File: src/rtl/sdf_r2_stage.sv
// sdf_r2_stage -- radix-2 single-path delay-feedback (SDF) butterfly stage.
//
// Accepts one complex sample per i_valid cycle and pairs samples D apart
// through a D-deep complex feedback delay line. Per 2D-sample block, it emits
// D sums (second half of block k) and then D differences (first half of
// block k+1), in natural stream order.
//
// Ports:
//   clk          rising-edge clock
//   rst_n        asynchronous active-low reset
//   i_valid      input qualifier, one sample accepted per high cycle
//   i_re, i_im   input sample, two's complement, `W bits each
//   o_valid      registered output qualifier (latency 1)
//   o_re, o_im   registered output sample, held while o_valid is low
//   o_sum        1 = output is a sum, 0 = output is a difference
//
// Configuration:
//   `W               data width; defaults to 16 when not predefined
//                    (normally supplied by width.vh)
//   SDF_BF_SCALE_EN  when defined, sums and differences are arithmetic-shifted
//                    right by one (truncating), so they cannot overflow;
//                    otherwise they wrap modulo 2^W

`ifndef W
`define W 16
`endif

module sdf_r2_stage #(
  parameter int D = 4
) (
  input  logic           clk,
  input  logic           rst_n,
  input  logic           i_valid,
  input  logic [`W-1:0]  i_re,
  input  logic [`W-1:0]  i_im,
  output logic           o_valid,
  output logic [`W-1:0]  o_re,
  output logic [`W-1:0]  o_im,
  output logic           o_sum
);

  localparam int DW = `W;
  localparam int CW = $clog2(2 * D);
  localparam logic [CW-1:0] HALF = CW'(D);

  // Bring a W+1-bit sum or difference back to W bits. The same reduction
  // is used for the output path and for the delay-line path.
  function automatic logic [DW-1:0] reduce(input logic [DW:0] s);
`ifdef SDF_BF_SCALE_EN
    reduce = s[DW:1];
`else
    reduce = s[DW-1:0];
`endif
  endfunction

  logic [CW-1:0] cnt_r;
  logic          primed_r;
  logic [DW-1:0] dl_re_r [D];
  logic [DW-1:0] dl_im_r [D];

  logic [DW-1:0] f_re_s, f_im_s;
  logic [DW:0]   sum_re_s, sum_im_s, dif_re_s, dif_im_s;
  logic          fill_s, out_en_s;
  logic [DW-1:0] din_re_s, din_im_s, out_re_s, out_im_s;

  assign f_re_s = dl_re_r[D-1];
  assign f_im_s = dl_im_r[D-1];

  // Butterfly arithmetic and phase-dependent selection of delay input/output.
  always_comb begin
    sum_re_s = {f_re_s[DW-1], f_re_s} + {i_re[DW-1], i_re};
    sum_im_s = {f_im_s[DW-1], f_im_s} + {i_im[DW-1], i_im};
    dif_re_s = {f_re_s[DW-1], f_re_s} - {i_re[DW-1], i_re};
    dif_im_s = {f_im_s[DW-1], f_im_s} - {i_im[DW-1], i_im};
    // 2D is a power of two, so the counter MSB marks the butterfly half.
    fill_s   = ~cnt_r[CW-1];
    out_en_s = i_valid & (~fill_s | primed_r);
    if (fill_s) begin
      din_re_s = i_re;
      din_im_s = i_im;
      out_re_s = f_re_s;
      out_im_s = f_im_s;
    end else begin
      din_re_s = reduce(dif_re_s);
      din_im_s = reduce(dif_im_s);
      out_re_s = reduce(sum_re_s);
      out_im_s = reduce(sum_im_s);
    end
  end

  // Block counter, primed flag and feedback delay line; all frozen on gaps.
  always_ff @(posedge clk or negedge rst_n) begin
    if (!rst_n) begin
      cnt_r    <= '0;
      primed_r <= 1'b0;
      for (int i = 0; i < D; i++) begin
        dl_re_r[i] <= '0;
        dl_im_r[i] <= '0;
      end
    end else if (i_valid) begin
      cnt_r <= cnt_r + CW'(1);
      if (cnt_r == HALF) begin
        primed_r <= 1'b1;
      end else begin
        primed_r <= primed_r;
      end
      dl_re_r[0] <= din_re_s;
      dl_im_r[0] <= din_im_s;
      for (int i = 1; i < D; i++) begin
        dl_re_r[i] <= dl_re_r[i-1];
        dl_im_r[i] <= dl_im_r[i-1];
      end
    end else begin
      cnt_r    <= cnt_r;
      primed_r <= primed_r;
    end
  end

  // Registered outputs; data and o_sum hold whenever nothing valid is emitted.
  always_ff @(posedge clk or negedge rst_n) begin
    if (!rst_n) begin
      o_valid <= 1'b0;
      o_re    <= '0;
      o_im    <= '0;
      o_sum   <= 1'b0;
    end else if (out_en_s) begin
      o_valid <= 1'b1;
      o_re    <= out_re_s;
      o_im    <= out_im_s;
      o_sum   <= ~fill_s;
    end else begin
      o_valid <= 1'b0;
    end
  end

endmodule

File: config.mk
export PLATFORM = sky130hd
export DESIGN_NAME = sdf_r2_stage
export DESIGN_NICKNAME = d
export VERILOG_FILES = /design/src/rtl/sdf_r2_stage.sv
export SDC_FILE = /design/constraint.sdc
export NUM_CORES = 1
export LEC_CHECK = 0
export CAP_MARGIN = 0
export CORE_MARGIN = 5
export CORE_UTILIZATION = 60
export DETAILED_ROUTE_END_ITERATION = 8
export GPL_TIMING_DRIVEN = 0
export PLACE_DENSITY = 0.79
export SYNTH_ARGS = -nofsm -noshare
export SYNTH_HDL_FRONTEND = slang
export SYNTH_SLANG_ARGS = --single-unit
File: constraint.sdc
create_clock -name clk -period 3 [get_ports clk]
set_input_delay 0.6 -clock clk [delete_from_list [all_inputs] [get_ports clk]]
set_output_delay 0.6 -clock clk [all_outputs]
set_load 0.005 [all_outputs]
# --- After elaboration in Yosys (flattened, before gate mapping) ---
# Cells that the tools add are included.
totals:
  regBits: 166
  latch_bits: 0
  ram_bits: 0
  rom_bits: 0
  input_bits: 35
  out_inout_bits: 34
  mem_count: 0
op_classes:
  add_sub_neg: 5
  multipliers: 0
  div_mod_pow: 0
  n_lt_le_gt_ge: 0
  eq_ne: 1
  shifts: 0
  muxes: 5
  n_bitwise: 2
  n_reduce_logical: 1
op_table:
  columns: ["cell", "n"]
  rows:
  - ["16-bit two-way mux", 4]
  - ["16-bit adder", 2]
  - ["16-bit subtractor", 2]
  - ["3-bit by 1-bit adder with 3-bit output, second input constant", 1]
  - ["3-bit equality test, second input constant", 1]
  - ["2-bit AND reduction", 1]
  - ["1-bit bitwise AND", 1]
  - ["1-bit two-way mux", 1]
  - ["1-bit OR", 1]

# --- Longest topological paths before layout ---
depth:
  ltp_word: 3
  depth_mapped: 11

# --- Worst setup path before layout ---
# No wires, ideal clock.
synth_timing:
  path_type: "in2reg"
  start: "input i_re[0]"
  end: "register dl_re_r[62] in the netlist's numbering"
  setup_time_ns: 0.132
  arrival_time_ns: 2.562
  t_required_ns: 2.868
  setup_slack_ns: 0.306
  stages: 10
  n_path_buf: 0
  cell_sequence: "ha_1 -> fa_1 -> nor2b_1 -> o21ai_0 -> a21oi_1 -> o21ai_1 -> o21ba_2 -> o41ai_1 -> mux2i_1 -> nand3_1"
synth_via:
  elab_chain_cells: 2
synth_lines:
  columns: ["item", "line_no", "text"]
  rows:
  - ["start: declaration", "34", "input logic [`W-1:0] i_re,"]
  - ["16-bit subtractor", "73", "dif_re_s = {f_re_s[DW-1], f_re_s} - {i_re[DW-1], i_re};"]
  - ["16-bit two-way mux", "78", "if (fill_s) begin"]
  - ["end signal: indexed assignment", "110", "dl_re_r[i] <= dl_re_r[i-1];"]
  - ["end: declaration", "58", "logic [DW-1:0] dl_re_r [D];"]
# No other way between the ends.
# A chain may end at the register's enable or synchronous reset.

# --- Worst setup path after layout ---
layout_timing:
  start: "input i_im[0]"
  end: "register o_im[14]"
layout_via:
  elab_chain_cells: 2
layout_lines:
  columns: ["item", "line_no", "text"]
  rows:
  - ["start: declaration", "35", "input logic [`W-1:0] i_im,"]
  - ["16-bit adder", "72", "sum_im_s = {f_im_s[DW-1], f_im_s} + {i_im[DW-1], i_im};"]
  - ["16-bit two-way mux", "78", null]
  - ["end signal: assignment", "129", "o_im <= out_im_s;"]
  - ["end: declaration", "38", "output logic [`W-1:0] o_im,"]
# No other way between the ends.

==> metrics.txt <==
final critical-path share of the clock period 98.9%; # H-tree levels 4; critical setup path kind in -> reg; clock root buffer master sky130_fd_sc_hd__clkbuf_16; Least-Margin Pin Slew 988 ps; Min Clock Period, post-route 2970 ps; width of the chip 136 µm; delay contributed by the slowest stage of the critical path 460 ps; count of flip-flops with a built-in enable after synthesis 0; starting density of the core 60.7%; syn_area_per_cell 10.0 µm²; number of synthesized register bits 166; residual overflow from global routing 0; Ant. Diodes 0; Die Area 18500 µm²; Top Layer Used met4; fin. max-slew vios 0; cells along the critical path clkdlybuf4s50_1 -> ha_1 -> fa_2 -> nand2b_1 -> a21oi_1 -> o211a_1 -> a221oi_2 -> nand3_1 -> a311oi_2 -> xnor2_1 -> o21ai_1; Arr. time, crit path 3260 ps; post-synthesis compound-gate area fraction 16.1%; type of the worst min-delay path in -> async; aggregate global-route resource usage 29.4%; kind of launch point of the worst setup path input port; DRC violations left 0; number of search-and-repair iterations in the first detailed-routing pass 5; clock tree from TritonCTS built; buffer and inverter count on the worst path 1; number of instances in the synthesized netlist 949; total area of multi-input combinational cells 5060 µm²; total number of yosys warnings 0; Max rail drop VDD 0.521 mV; Layout area overhead 17.9%; reg2reg end o_im[14]; largest net degree at the start of global routing 91; power density normalized to cell area 1120 nW/µm²; Port Buffers 68; Highest Clock Rate 337 MHz; number of clock sinks seen by CTS 166; Post-Syn Area 9530 µm²; final weighted congestion in routability-driven placement 0.927; area share of the largest cell type after synthesis 43.6%; number of ports placed on the die boundary 69; via count of the first global-routing pass 7717; wire length of the first global-routing pass 41600 µm; biggest fanout along the worst timing path 3; sequential cell area fraction in the yosys report 43.6%; Worst Setup End Kind flip-flop; flop2flop setup slack 290 ps; Syn Nets 1050; most instantiated library cell after synthesis sky130_fd_sc_hd__dfrtp_1; initial antenna violation count 0; via count 7742; worst-case clock buffer depth 2; Hold Fails Final Rpt 0; Die Ht 136 µm; met2 wire length 12700 µm; multiplexer share of the synthesized area 12.4%; Clock transition at path regs 70 ps; standby leakage power 4.81 nW; max_slew headroom 34.1%; top cell family by delay on the critical path compound AO/OA/AOI/OAI gates; Post-Synth Simple-Gate Area 10.2%; final layout net count 1141; number of core rows 46; total wire length after detailed routing 26400 µm; data required time at the worst endpoint 3290 ps; main combinational cell family by area after synthesis compound AO/OA/AOI/OAI gates; fill cell count 1167; Netlist cell types 64; minimum setup slack in the final design 31.7 ps; Cell Count Post-Placement 1234; prevailing post-synth register cell sky130_fd_sc_hd__dfrtp_1; library cell occupying the most area in the post-synthesis netlist sky130_fd_sc_hd__dfrtp_1; clock latency on the worst-skew pair 430 ps; number of cells in the finished layout apart from fillers 1269; clock buffers created by TritonCTS 17; run status complete, no violations; reported max-cap violation count 0; metal1 wirelength 10900 µm; Register Area 4150 µm²; share of layout cells above drive strength 1 15.7%; routed wl met3 1830 µm; Post-CTS Hold Fix Bufs 0; cell depth of the worst flop-to-flop path 10; vias per inst 6.10; asr flop ratio synth 100%; largest cells by area after synthesis sky130_fd_sc_hd__dfrtp_1, sky130_fd_sc_hd__mux2_2, sky130_fd_sc_hd__ha_1, sky130_fd_sc_hd__a21oi_1, sky130_fd_sc_hd__nor2_1; critical path's slowest cell sky130_fd_sc_hd__clkdlybuf4s50_1; Reg-to-Reg Start f_im_s[0]; setup repair after global routing missed its margin yes; total half-perimeter wirelength after legalization and detailed placement 18200 µm; Antenna Nets Post-Route 0; skew final 5.64 ps; ranking of synthesized cells by instance count sky130_fd_sc_hd__dfrtp_1, sky130_fd_sc_hd__mux2_2, sky130_fd_sc_hd__nor2_1; Core ar. 15700 µm²; Synth Area in XOR/XNOR 4.23%; worst-case setup slack after placement -571 ps; Final setup viols 0; post-synthesis share of cell area spent on full adders, half adders and majority gates 8.98%; Routed WL per cell 20.8 µm; DRC violation total after the first TritonRoute iteration 684
[worst reg2reg max path, delay by kind of cell, from the launching register on]
| kind | cells | cell delay, ps |
|---|---|---|
| compound gates | 5 | 1090 |
| fa+ha+maj | 2 | 590 |
| flops | 1 | 400 |
| simple gates | 2 | 290 |
| xor+xnor | 1 | 200 |
[flip-flops by register name, summed over array words and instances (netlist names)]
name / flops
dl_re_r: 48
o_valid: 1
primed_r: 1
cnt_r: 3
f_re_s: 16
o_re: 16
o_sum: 1
o_im: 16
dl_im_r: 48
f_im_s: 16
[repair_timing]
| item | 4_1_cts | 5_1_grt |
|---|---|---|
| pin swaps | 1 | 7 |
| gates cloned | 0 | 0 |
| gates resized for setup | 11 | 16 |
| endpoints found under the setup margin | 10 | 9 |
| setup buffers | 1 | 3 |
[stage by stage]
stage          total power [mW]  setup TNS, ps  hold WS [ps]  util [%]  area (µm²)
2_1_floorplan              8.07              0           304         -        9530
3_3_place_gp               9.89        -898820           459      66.7       10500
3_5_place_dp               10.0         -15550           469      66.9       10500
4_1_cts                    12.4              0           150      71.0       11200
5_1_grt                    13.4          -64.9           167      71.5       11200
6_report                   12.6              0           112      71.5       11200
[logic make-up after synthesis]
family,Yosys count
AOI/OAI and AO/OA,239
and+or+nand+nor,210
DFF,166
buffers and inverters,116
muxes,106
adders and majority gates,66
xor gates and xnor gates,46
[how the worst max path moves through the flow]
stage | slack (ps) | startpoint | end | cells past startpoint
CTS | 4 | i_im[1] | dl_im_r[61] | 11
global placement | -5340 | rst_n | dl_re_r[45] | 1
global route | -30 | i_im[6] | o_im[10] | 11
floorplan | 310 | i_re[0] | dl_re_r[62] | 10
detailed placement | -570 | i_re[0] | dl_re_r[62] | 11
finish | 30 | i_im[0] | o_im[14] | 11
[routing by layer]
layer | up-vias | track usage (%)
li1 | 3533 | -
met1 | 3791 | 39.0
met2 | 345 | 48.6
met3 | 73 | 4.66
met4 | 0 | 11.5
met5 | - | 0
[final cells by class]
type | count | area share (%)
plain buffers | 50 | 1.75
clock buffers | 18 | 3.82
clock inverters | 14 | 1.34
inverters | 65 | 2.17
multi-input cells | 667 | 45.0
flip-flops and latches | 166 | 37.0
well taps | 216 | 2.40
repair buffers | 73 | 6.60
[where the power goes]
part           switching, mW  leakage [nW]  internal [mW]
clock network          0.961         0.277           1.23
logic                   3.37          2.62           2.87
registers              0.818          1.91           3.34
[layout by cell type (no fill, tap or decap), types with 10 or more instances in the layout]
cell and instances:
sky130_fd_sc_hd__clkbuf_16 17, sky130_fd_sc_hd__ha_1 61, sky130_fd_sc_hd__a21oi_1 73, sky130_fd_sc_hd__a31oi_1 11
sky130_fd_sc_hd__clkdlybuf4s50_1 66, sky130_fd_sc_hd__o21ai_0 40, sky130_fd_sc_hd__xnor2_1 36, sky130_fd_sc_hd__o22ai_1 25
sky130_fd_sc_hd__inv_1 60, sky130_fd_sc_hd__nor2b_1 14, sky130_fd_sc_hd__buf_1 10, sky130_fd_sc_hd__dfrtp_1 166
sky130_fd_sc_hd__nand2_1 38, sky130_fd_sc_hd__a221oi_1 10, sky130_fd_sc_hd__xor2_1 10, sky130_fd_sc_hd__o21bai_1 10
sky130_fd_sc_hd__mux2i_1 12, sky130_fd_sc_hd__mux2_2 94, sky130_fd_sc_hd__nor3_1 21, sky130_fd_sc_hd__clkbuf_1 36
sky130_fd_sc_hd__nor2_1 90
(Power assumes the default switching activity.)
